==> config.mk <==
export PLATFORM = sky130hd
export DESIGN_NAME = uart_tx_buffered_flat
export DESIGN_NICKNAME = d
export VERILOG_FILES = /design/src/rtl/uart_tx_buffered_pkg.sv /design/src/rtl/uart_tx_buffered_if.sv /design/src/rtl/uart_tx_buffered_fifo.sv /design/src/rtl/uart_tx_buffered.sv /design/src/flat_wrapper.sv
export SDC_FILE = /design/constraint.sdc
export NUM_CORES = 1
export LEC_CHECK = 0
export CORE_MARGIN = 4
export CORE_UTILIZATION = 65
export CTS_CLUSTER_DIAMETER = 200
export DETAILED_ROUTE_END_ITERATION = 10
export DONT_BUFFER_PORTS = 1
export PLACE_DENSITY = 0.91
export SYNTH_ARGS = -nofsm -noshare
export SYNTH_HDL_FRONTEND = slang
export SYNTH_SLANG_ARGS = --single-unit
==> constraint.sdc <==
create_clock -name clock -period 6.44 [get_ports clock]
set_input_delay 0.644 -clock clock [delete_from_list [all_inputs] [get_ports clock]]
set_output_delay 0.644 -clock clock [all_outputs]
set_load 0.1 [all_outputs]
==> src/rtl/uart_tx_buffered_pkg.sv <==
// Shared types for the buffered 9N1 UART transmitter.
package uart_pkg;

   localparam int FRAME_BITS = 9;

   typedef logic [FRAME_BITS-1:0] uart_word_t;

   typedef enum logic [1:0] {IDLE, START, DATA, STOP} tx_state_t;

endpackage

==> src/rtl/uart_tx_buffered_if.sv <==
// Push-side handshake between upstream logic and the buffered UART transmitter.
interface uart_tx_buffered_if;
   import uart_pkg::*;

   logic       send;
   uart_word_t data_tx;
   logic       ready;
   logic       overflow;

   modport master (output send, output data_tx, input ready, input overflow);
   modport slave  (input send, input data_tx, output ready, output overflow);

endinterface

==> src/rtl/uart_tx_buffered_fifo.sv <==
// Small synchronous FIFO; pushes while full and pops while empty are ignored.
module sync_fifo #(
   parameter int WIDTH = 9,
   parameter int DEPTH = 4
) (
   input  logic                   clock,
   input  logic                   reset,
   input  logic                   push,
   input  logic                   pop,
   input  logic [WIDTH-1:0]       din,
   output logic [WIDTH-1:0]       dout,
   output logic                   full,
   output logic                   empty,
   output logic [$clog2(DEPTH):0] count
);

   localparam int AW = $clog2(DEPTH);
   localparam int CW = AW + 1;

   logic [WIDTH-1:0] mem [DEPTH];
   logic [AW-1:0]    wr_ptr;
   logic [AW-1:0]    rd_ptr;
   logic             do_push;
   logic             do_pop;

   // Full is judged on the registered count, so a same-cycle pop cannot make room.
   assign full    = (count == CW'(DEPTH));
   assign empty   = (count == '0);
   assign do_push = push && !full;
   assign do_pop  = pop && !empty;
   assign dout    = mem[rd_ptr];

   always_ff @(posedge clock or negedge reset) begin
      if (!reset) begin
         wr_ptr <= '0;
         rd_ptr <= '0;
         count  <= '0;
      end else begin
         if (do_push) wr_ptr <= wr_ptr + 1'b1;
         if (do_pop)  rd_ptr <= rd_ptr + 1'b1;
         case ({do_push, do_pop})
            2'b10:   count <= count + 1'b1;
            2'b01:   count <= count - 1'b1;
            default: count <= count;
         endcase
      end
   end

   always_ff @(posedge clock) begin
      if (do_push) mem[wr_ptr] <= din;
   end

endmodule

==> src/rtl/uart_tx_buffered.sv <==
// 9N1 UART transmitter with internal baud timing and a transmit FIFO;
// queued words are sent back-to-back without idle gaps.
module uart_tx_buffered
   import uart_pkg::*;
#(
   parameter int CLKS_PER_BIT = 2604,
   parameter int DEPTH        = 4
) (
   input  logic               clock,
   input  logic               reset,
   uart_tx_buffered_if.slave  bus,
   output logic               tx,
   output logic               busy
);

   localparam int                BW        = $clog2(CLKS_PER_BIT);
   localparam int                CNTW      = $clog2(DEPTH) + 1;
   localparam logic [BW-1:0]     BAUD_LAST = BW'(CLKS_PER_BIT - 1);

   tx_state_t         state;
   tx_state_t         state_next;
   logic [BW-1:0]     baud_cnt;
   logic [3:0]        bit_idx;
   uart_word_t        shift_reg;
   uart_word_t        fifo_dout;
   logic              fifo_pop;
   logic              fifo_full;
   logic              fifo_empty;
   logic [CNTW-1:0]   fifo_count;
   logic              baud_done;
   logic              tx_next;

   sync_fifo #(
      .WIDTH (FRAME_BITS),
      .DEPTH (DEPTH)
   ) u_fifo (
      .clock (clock),
      .reset (reset),
      .push  (bus.send),
      .pop   (fifo_pop),
      .din   (bus.data_tx),
      .dout  (fifo_dout),
      .full  (fifo_full),
      .empty (fifo_empty),
      .count (fifo_count)
   );

   assign bus.ready    = (fifo_count != CNTW'(DEPTH));
   assign bus.overflow = bus.send && fifo_full;
   assign baud_done    = (baud_cnt == BAUD_LAST);

   // The line level chosen here is registered, so tx trails the state by one cycle.
   always_comb begin
      state_next = state;
      fifo_pop   = 1'b0;
      tx_next    = 1'b1;
      case (state)
         IDLE: begin
            if (!fifo_empty) begin
               fifo_pop   = 1'b1;
               state_next = START;
            end
         end
         START: begin
            tx_next = 1'b0;
            if (baud_done) state_next = DATA;
         end
         DATA: begin
            tx_next = shift_reg[0];
            if (baud_done && bit_idx == 4'(FRAME_BITS - 1)) state_next = STOP;
         end
         STOP: begin
            if (baud_done) begin
               if (!fifo_empty) begin
                  fifo_pop   = 1'b1;
                  state_next = START;
               end else begin
                  state_next = IDLE;
               end
            end
         end
         default: state_next = IDLE;
      endcase
   end

   always_ff @(posedge clock or negedge reset) begin
      if (!reset) begin
         state     <= IDLE;
         baud_cnt  <= '0;
         bit_idx   <= '0;
         shift_reg <= '0;
         tx        <= 1'b1;
         busy      <= 1'b0;
      end else begin
         state <= state_next;
         tx    <= tx_next;
         busy  <= (state != IDLE);
         if (state_next != state || baud_done) baud_cnt <= '0;
         else                                  baud_cnt <= baud_cnt + 1'b1;
         if (fifo_pop)                     shift_reg <= fifo_dout;
         else if (state == DATA && baud_done) shift_reg <= shift_reg >> 1;
         if (state != DATA)  bit_idx <= '0;
         else if (baud_done) bit_idx <= bit_idx + 1'b1;
      end
   end

endmodule

==> src/flat_wrapper.sv <==
// flat-port wrapper written by rule: the top's interface ports become plain ports
module uart_tx_buffered_flat import uart_pkg::*;
#(
   parameter int CLKS_PER_BIT = 2604,
   parameter int DEPTH        = 4
)
  (clock, reset, tx, busy, bus_send, bus_data_tx, bus_ready, bus_overflow);
  uart_tx_buffered_if bus_i ();
  input  logic clock;
  input  logic reset;
  output logic tx;
  output logic busy;
  input wire logic [$bits(bus_i.send)-1:0] bus_send;
  input wire logic [$bits(bus_i.data_tx)-1:0] bus_data_tx;
  output wire logic [$bits(bus_i.ready)-1:0] bus_ready;
  output wire logic [$bits(bus_i.overflow)-1:0] bus_overflow;
  assign bus_i.send = bus_send;
  assign bus_i.data_tx = bus_data_tx;
  assign bus_ready = bus_i.ready;
  assign bus_overflow = bus_i.overflow;
  uart_tx_buffered #(.CLKS_PER_BIT(CLKS_PER_BIT), .DEPTH(DEPTH)) u_core (.clock(clock), .reset(reset), .bus(bus_i), .tx(tx), .busy(busy));
endmodule
# Word level (Yosys, flattened, before mapping)

Memories as Yosys holds them, arrays and structs flattened.
Index checks and enable logic that the tools add are counted.

Register bits: 36
Bits in writable memories: 36
Input port bits: 12
Output and inout bits: 4
Logic and storage cells: 59
Memories: 1

$add $sub $neg: 6
Eq/ne operators: 11
Multiplexer cells: 18
Reduce and logical (&&, ||, !) cells: 14

Memory list:

| name              | depth | bits a word | read ports | clocked after Yosys merged registers in | write ports | RTL line                    | source |
|---|---|---|---|---|---|---|---|
| u_core.u_fifo.mem | 4     | 9           | 1          | 0                                       | 1           | uart_tx_buffered_fifo.sv:20 | `logic [WIDTH-1:0] mem [DEPTH];` |

Operators by type and width:

| kind                  | count |
|---|---|
| $mux 9                | 2 |
| $add 12x1->12 const B | 1 |
| $eq 12x12->1 const B  | 1 |
| $mux 12               | 1 |
| $mux 2                | 4 |
| $mux 4                | 2 |
| $pmux 2 s4            | 1 |
| $reduce_bool 2->1     | 4 |
| $eq 2x2->1 const B    | 3 |
| $pmux 3 s2            | 1 |
| $logic_and 1x1->1     | 5 |
| $mux 1                | 5 |
| $add 2x1->2 const B   | 2 |
| $add 4x1->4 const B   | 1 |
| $eq 2x1->1 const B    | 2 |
| $eq 4x4->1 const B    | 1 |
| $pmux 1 s2            | 2 |
| $add 3x1->3 const B   | 1 |
| $eq 3x3->1 const B    | 1 |
| $logic_not 3->1       | 1 |
| $ne 3x3->1 const B    | 1 |
| $sub 3x1->3 const B   | 1 |
| $logic_not 1->1       | 2 |
| $logic_not 2->1       | 1 |
| 3 further kinds       | 3 |

# Longest topological paths before layout

Depth after elaboration: 7
Mapped depth: 13
Gate-level depth less buffers: 12

# Cells and area by module

A second synthesis with hierarchy kept.

Cell total of the unflattened synthesis: 230
Area, all modules: 3377.0 µm²

By module, submodules not included:

| module           | instances | cells an instance | area each (µm²) | sequential area each (µm²) |
|---|---|---|---|---|
| sync_fifo        | 1         | 84                | 1739.2          | 1256.2 |
| uart_tx_buffered | 1         | 146               | 1637.8          | 726.9 |

# Worst setup path after synthesis

No wires, ideal clock.

Path type: register to register
From: register u_core.baud_cnt[7]
To: register u_core.u_fifo.count[2]
Setup time: 0.079 ns
Arrival: 2.697 ns
Required time: 6.361 ns
Path slack: 3.663 ns
Cell stages (with the launch flop): 12
Path buffers: 1
Period minus slack after synthesis: 2.777 ns
Path through: dfrtp_1 -> or4b_4 -> o41ai_1 -> nand2_1 -> buf_2 -> inv_1 -> ha_1 -> inv_1 -> fa_1 -> xor2_1 -> nor2_1 -> xor2_1

Cells in the longest elaborated chain, start to end: 6
Elaborated cells between the ends (all ways): 8
Classes of those cells: 3 x eq/ne; 3 x mux; 2 x reduce/logical

Ends and longest elaborated chain:

| element                                         | RTL line                    | source |
|---|---|---|
| from (decl)                                     | uart_tx_buffered.sv:22      | `logic [BW-1:0] baud_cnt;` |
| from (signal assigned)                          | uart_tx_buffered.sv:99      | `else baud_cnt <= baud_cnt + 1'b1;` |
| $eq 12x12->1 (*)                                | uart_tx_buffered.sv:50      | `assign baud_done = (baud_cnt == BAUD_LAST);` |
| $mux 1 (*)                                      | uart_tx_buffered.sv:73      | `if (baud_done) begin` |
| $pmux 1 s2 (*)                                  | uart_tx_buffered.sv:57      | `case (state)` |
| $logic_and 1x1->1 (*)                           | uart_tx_buffered_fifo.sv:30 | `assign do_pop = pop && !empty;` |
| named net u_core.u_fifo.do_pop                  | uart_tx_buffered_fifo.sv:24 | `logic do_pop;` |
| $eq 2x1->1 or $eq 2x2->1 (tied branches)        | uart_tx_buffered_fifo.sv:41 | `case ({do_push, do_pop})` |
| $pmux 3 s2 or $reduce_bool 2->1 (tied branches) | n/a                         |  |
| to (signal assigned)                            | uart_tx_buffered_fifo.sv:42 | `2'b10: count <= count + 1'b1;` |
| to (signal assigned)                            | uart_tx_buffered_fifo.sv:43 | `2'b01: count <= count - 1'b1;` |
| to (signal assigned)                            | uart_tx_buffered_fifo.sv:44 | `default: count <= count;` |
| to (decl)                                       | uart_tx_buffered_fifo.sv:14 | `output logic [$clog2(DEPTH):0] count` |

The timed path passes the listed nets; every way through them passes the cells marked *.
A chain may end at the register's enable or synchronous reset.

# Worst setup path after layout

Ends and elaborated chain as after synthesis.

==> results.txt <==
----------------------------------------------------
[Detailed routing]
  Average via count per standard cell ... approximately 5.7
  DRC marker count from the first detailed-route iteration ... 102
  Detailed Routing Iterations Pass 1 ... 4
  Via count ... between 1.5k and 2k
  DRC violations left ... 0
  Wire length per cell ... approximately 17 um
  WL final ... around 5100 um
  Number of nets still failing antenna checks after routing ... 0

[Setup path]
  Buffers plus inverters on the worst setup path ... 2
  Critical path data arrival time ... about 3.4 ns
  Critical path fanouts, max ... 11
  Kind of capture point of the worst setup path ... register
  Kind of critical path ... register to register
  Critical Path Max Stage Delay ... 0.56 ns
  Slowest stage cell, crit path ... sky130_fd_sc_hd__or4b_4
  Critical path cell sequence ... or4b_4 > o41ai_1 > nand2_1 > inv_1 > ha_1 > inv_1 > fa_1 > xor2_1 > nor2_1 > xor2_1
  Required @ worst endpoint ... 6.72 ns
  Kind of cell adding the most delay to the critical path ... simple AND/OR/NAND/NOR gates
  Startpoint Class ... register

[Power]
  Worst VDD drop ... between 0.0003 and 0.0004 V
  Static power due to leakage ... 0.00149 uW
  Total power divided by cell area ... approximately 460 mW/mm^2

[Place]
  I/O Buffers ... 0
  Post-DP HPWL ... between 3000 and 4000 um
  Number of placed instances with taps included ... slightly below 300
  Cell area after placement ... ~0.0034 mm^2
  GP Congestion ... 0.719

[Timing]
  RSZ-0062 raised after global routing ... false
  WHS ... roughly 0.11 ns
  Final hold vios ... 0
  Tightest Pin Transition ... 1.01 ns
  Worst relative slew slack ... between 30% and 40%
  Clock period minus final worst setup slack ... about 3.1 ns
  Highest attainable clock frequency ... roughly 320 MHz
  Worst Skew ... about 0.010 ns
  Final-report max-slew violation count ... 0
  Final setup fails ... 0
  Period Utilization, post-route ... between 40% and 50%
  Final-layout setup total negative slack ... 0 ns

[Clock network]
  Count of instances resized after the clock tree is built ... 0
  Maximum level of the CTS H-tree ... 3
  TritonCTS clock tree ... built
  Number of clock sinks ... 72
  Clock latency of the later-clocked register in the worst-skew pair ... 0.35 ns
  Clock transition time at the flip-flop clock pins of the worst setup and hold paths ... 0.09 ns
  Post-CTS Repair Setup Buffers ... 0
  Worst-case clock buffer depth ... 2
  Number of buffers added by the clock tree synthesis step ... 9
  Master cell of the clock root buffer ... sky130_fd_sc_hd__clkbuf_8

[Floorplanning]
  Placeable Area ... roughly 0.0048 mm^2
  Vertical die dimension ... just under 80 um
  Horizontal extent of the die ... ~80 um
  Placement row count ... 25
  Area enclosed by the die boundary ... roughly 0.0063 mm^2
  Effective utilization at floorplan ... around two thirds
  Number of primary I/O pins ... 16

[Yosys]
  Post-synthesis register bit count ... 72
  Cells after synthesis ... between 200 and 250
  Most area-hungry cell type in the Yosys netlist ... sky130_fd_sc_hd__edfxtp_1
  Share of Yosys cell area claimed by the top area cell type ... between 30 and 40%
  Biggest area contributors in the synthesized netlist ... sky130_fd_sc_hd__edfxtp_1 (33%), sky130_fd_sc_hd__dfrtp_1 (26%), sky130_fd_sc_hd__mux2_4 (7.2%)
  Synth async-reset ratio ... about half
  Net Count, Synth ... approximately 260
  Dominant register cell in the synthesized netlist ... sky130_fd_sc_hd__edfxtp_1
  Synthesized area ... ~0.0033 mm^2
  Sequential cell area fraction in the yosys report ... between 50% and 60%
  Distinct cells, synth ... 42
  Synth Warn # ... 0
  Count of flip-flops with a built-in enable after synthesis ... 36
  Mapped Avg Cell Area ... approximately 14 um^2

[Global route]
  Pin count of the biggest net entering global routing ... 36
  Total GRT Usage ... 19.4%
  Total global routing overflow ... 0
  Vias in the first global route ... 1826
  Wire length of the first global-routing pass ... 8990 um
  Initial antenna violation count ... 0

[Cells and area]
  Number of standard cells in the final layout excluding fillers ... 308
  Layout Utilization ... between 70 and 80%
  Nets@finish ... ~260
  Number of inserted diodes ... 0
  Share of final-layout standard cells stronger than drive strength 1 ... 19.5%
  Layout overhead on the synthesized area ... 7.73%
  Flip-flop count of the largest register after layout ... 36
  Final design area excluding fillers ... 0.00357 mm^2

[Job]
  Max-cap violations ... 0

[Worst hold path]
  Type of the tightest min-delay check ... primary input to asynchronous set/reset pin

[Outcome]
  Result of the run ... completed

----------------------------------------------------
==> kinds of logic after synthesis <==
logic type / count (synthesis) / share of synthesized area, %
AO/OA/AOI/OAI: 18 / 3.39
multiplexers: 28 / 14.3
adder cells (fa/ha/maj): 14 / 5.51
XOR/XNOR: 17 / 4.49
AND/OR/NAND/NOR: 60 / 9.73
buffers and inverters: 22 / 2.83
flip-flops: 72 / 59.8
==> metrics by stage <==
stage	setup WS [ns]	power, uW
floorplan	3.66	1210
global placement	3.38	1290
detailed placement	3.30	1310
CTS	3.28	1670
global route	2.97	1760
finish	3.30	1650
==> power by group <==
part           internal [uW]  switching [uW]  total [uW]
combinational            274             274         548
sequential               612             145         757
clock                    151             189         340
total                   1040             607        1650
==> path summary, 6_finish.rpt <==
check	from	endpoint	slack, ns	depth (start not counted)
setup reg to reg	u_core.baud_cnt[7]	u_core.u_fifo.count[2]	3.30	10
max in group asynchronous	reset	u_core.shift_reg[1]	6.15	1
hold reg to reg	u_core.baud_cnt[0]	u_core.baud_cnt[0]	0.52	1
min in group clock	bus_data_tx[2]	u_core.u_fifo.mem[2][2]	0.38	0
setup / recovery	u_core.baud_cnt[7]	u_core.u_fifo.count[2]	3.30	10
hold / removal	reset	u_core.bit_idx[0]	0.11	1
==> Yosys cell counts, drive strengths merged (4+ instances only) <==
cell type,instances
mux2,17
and3,6
a21oi,6
nor2,19
o21ai,4
inv,15
mux4,9
xnor2,7
buf,6
edfxtp,36
xor2,10
ha,13
dfrtp,35
nand2,9
nand3,9
==> layout make-up <==
| type | instances | area, um^2 |
|---|---|---|
| clock buffer | 9 | 124 |
| multi-input combinational | 137 | 1240 |
| inverter | 15 | 56.3 |
| timing repair buffer | 1 | 20.0 |
| clock inverter | 7 | 66.3 |
| tap | 67 | 83.8 |
| fill | 289 | 1270 |
| sequential | 72 | 1980 |
==> layout by cell type, fill, tap and decap left out, types with 9 or more instances in the layout <==
master / n
sky130_fd_sc_hd__mux2_4: 16
sky130_fd_sc_hd__nor2_1: 19
sky130_fd_sc_hd__inv_1: 15
sky130_fd_sc_hd__dfrtp_1: 35
sky130_fd_sc_hd__nand2_1: 9
sky130_fd_sc_hd__clkbuf_8: 9
sky130_fd_sc_hd__edfxtp_1: 36
sky130_fd_sc_hd__mux4_2: 9
sky130_fd_sc_hd__xor2_1: 10
sky130_fd_sc_hd__ha_1: 13
sky130_fd_sc_hd__nand3_1: 9
==> per-layer routing <==
| layer | routed length [um] | up-vias | track usage (%) |
|---|---|---|---|
| met2 | 2560 | 29 | 28.4 |
| met5 | 0 | - | 0 |
| met1 | 2260 | 873 | 26.5 |
| li1 | - | 849 | - |
| met3 | 222 | 7 | 7.22 |
| met4 | 64 | 0 | 7.56 |
==> what timing repair did <==
| item | 4_1_cts | 5_1_grt |
|---|---|---|
| hold buffers | 1 | 0 |
| endpoints found under the setup margin | 0 | 0 |
| hold endpoints to repair | 35 | 0 |
(Power assumes the default switching activity.)
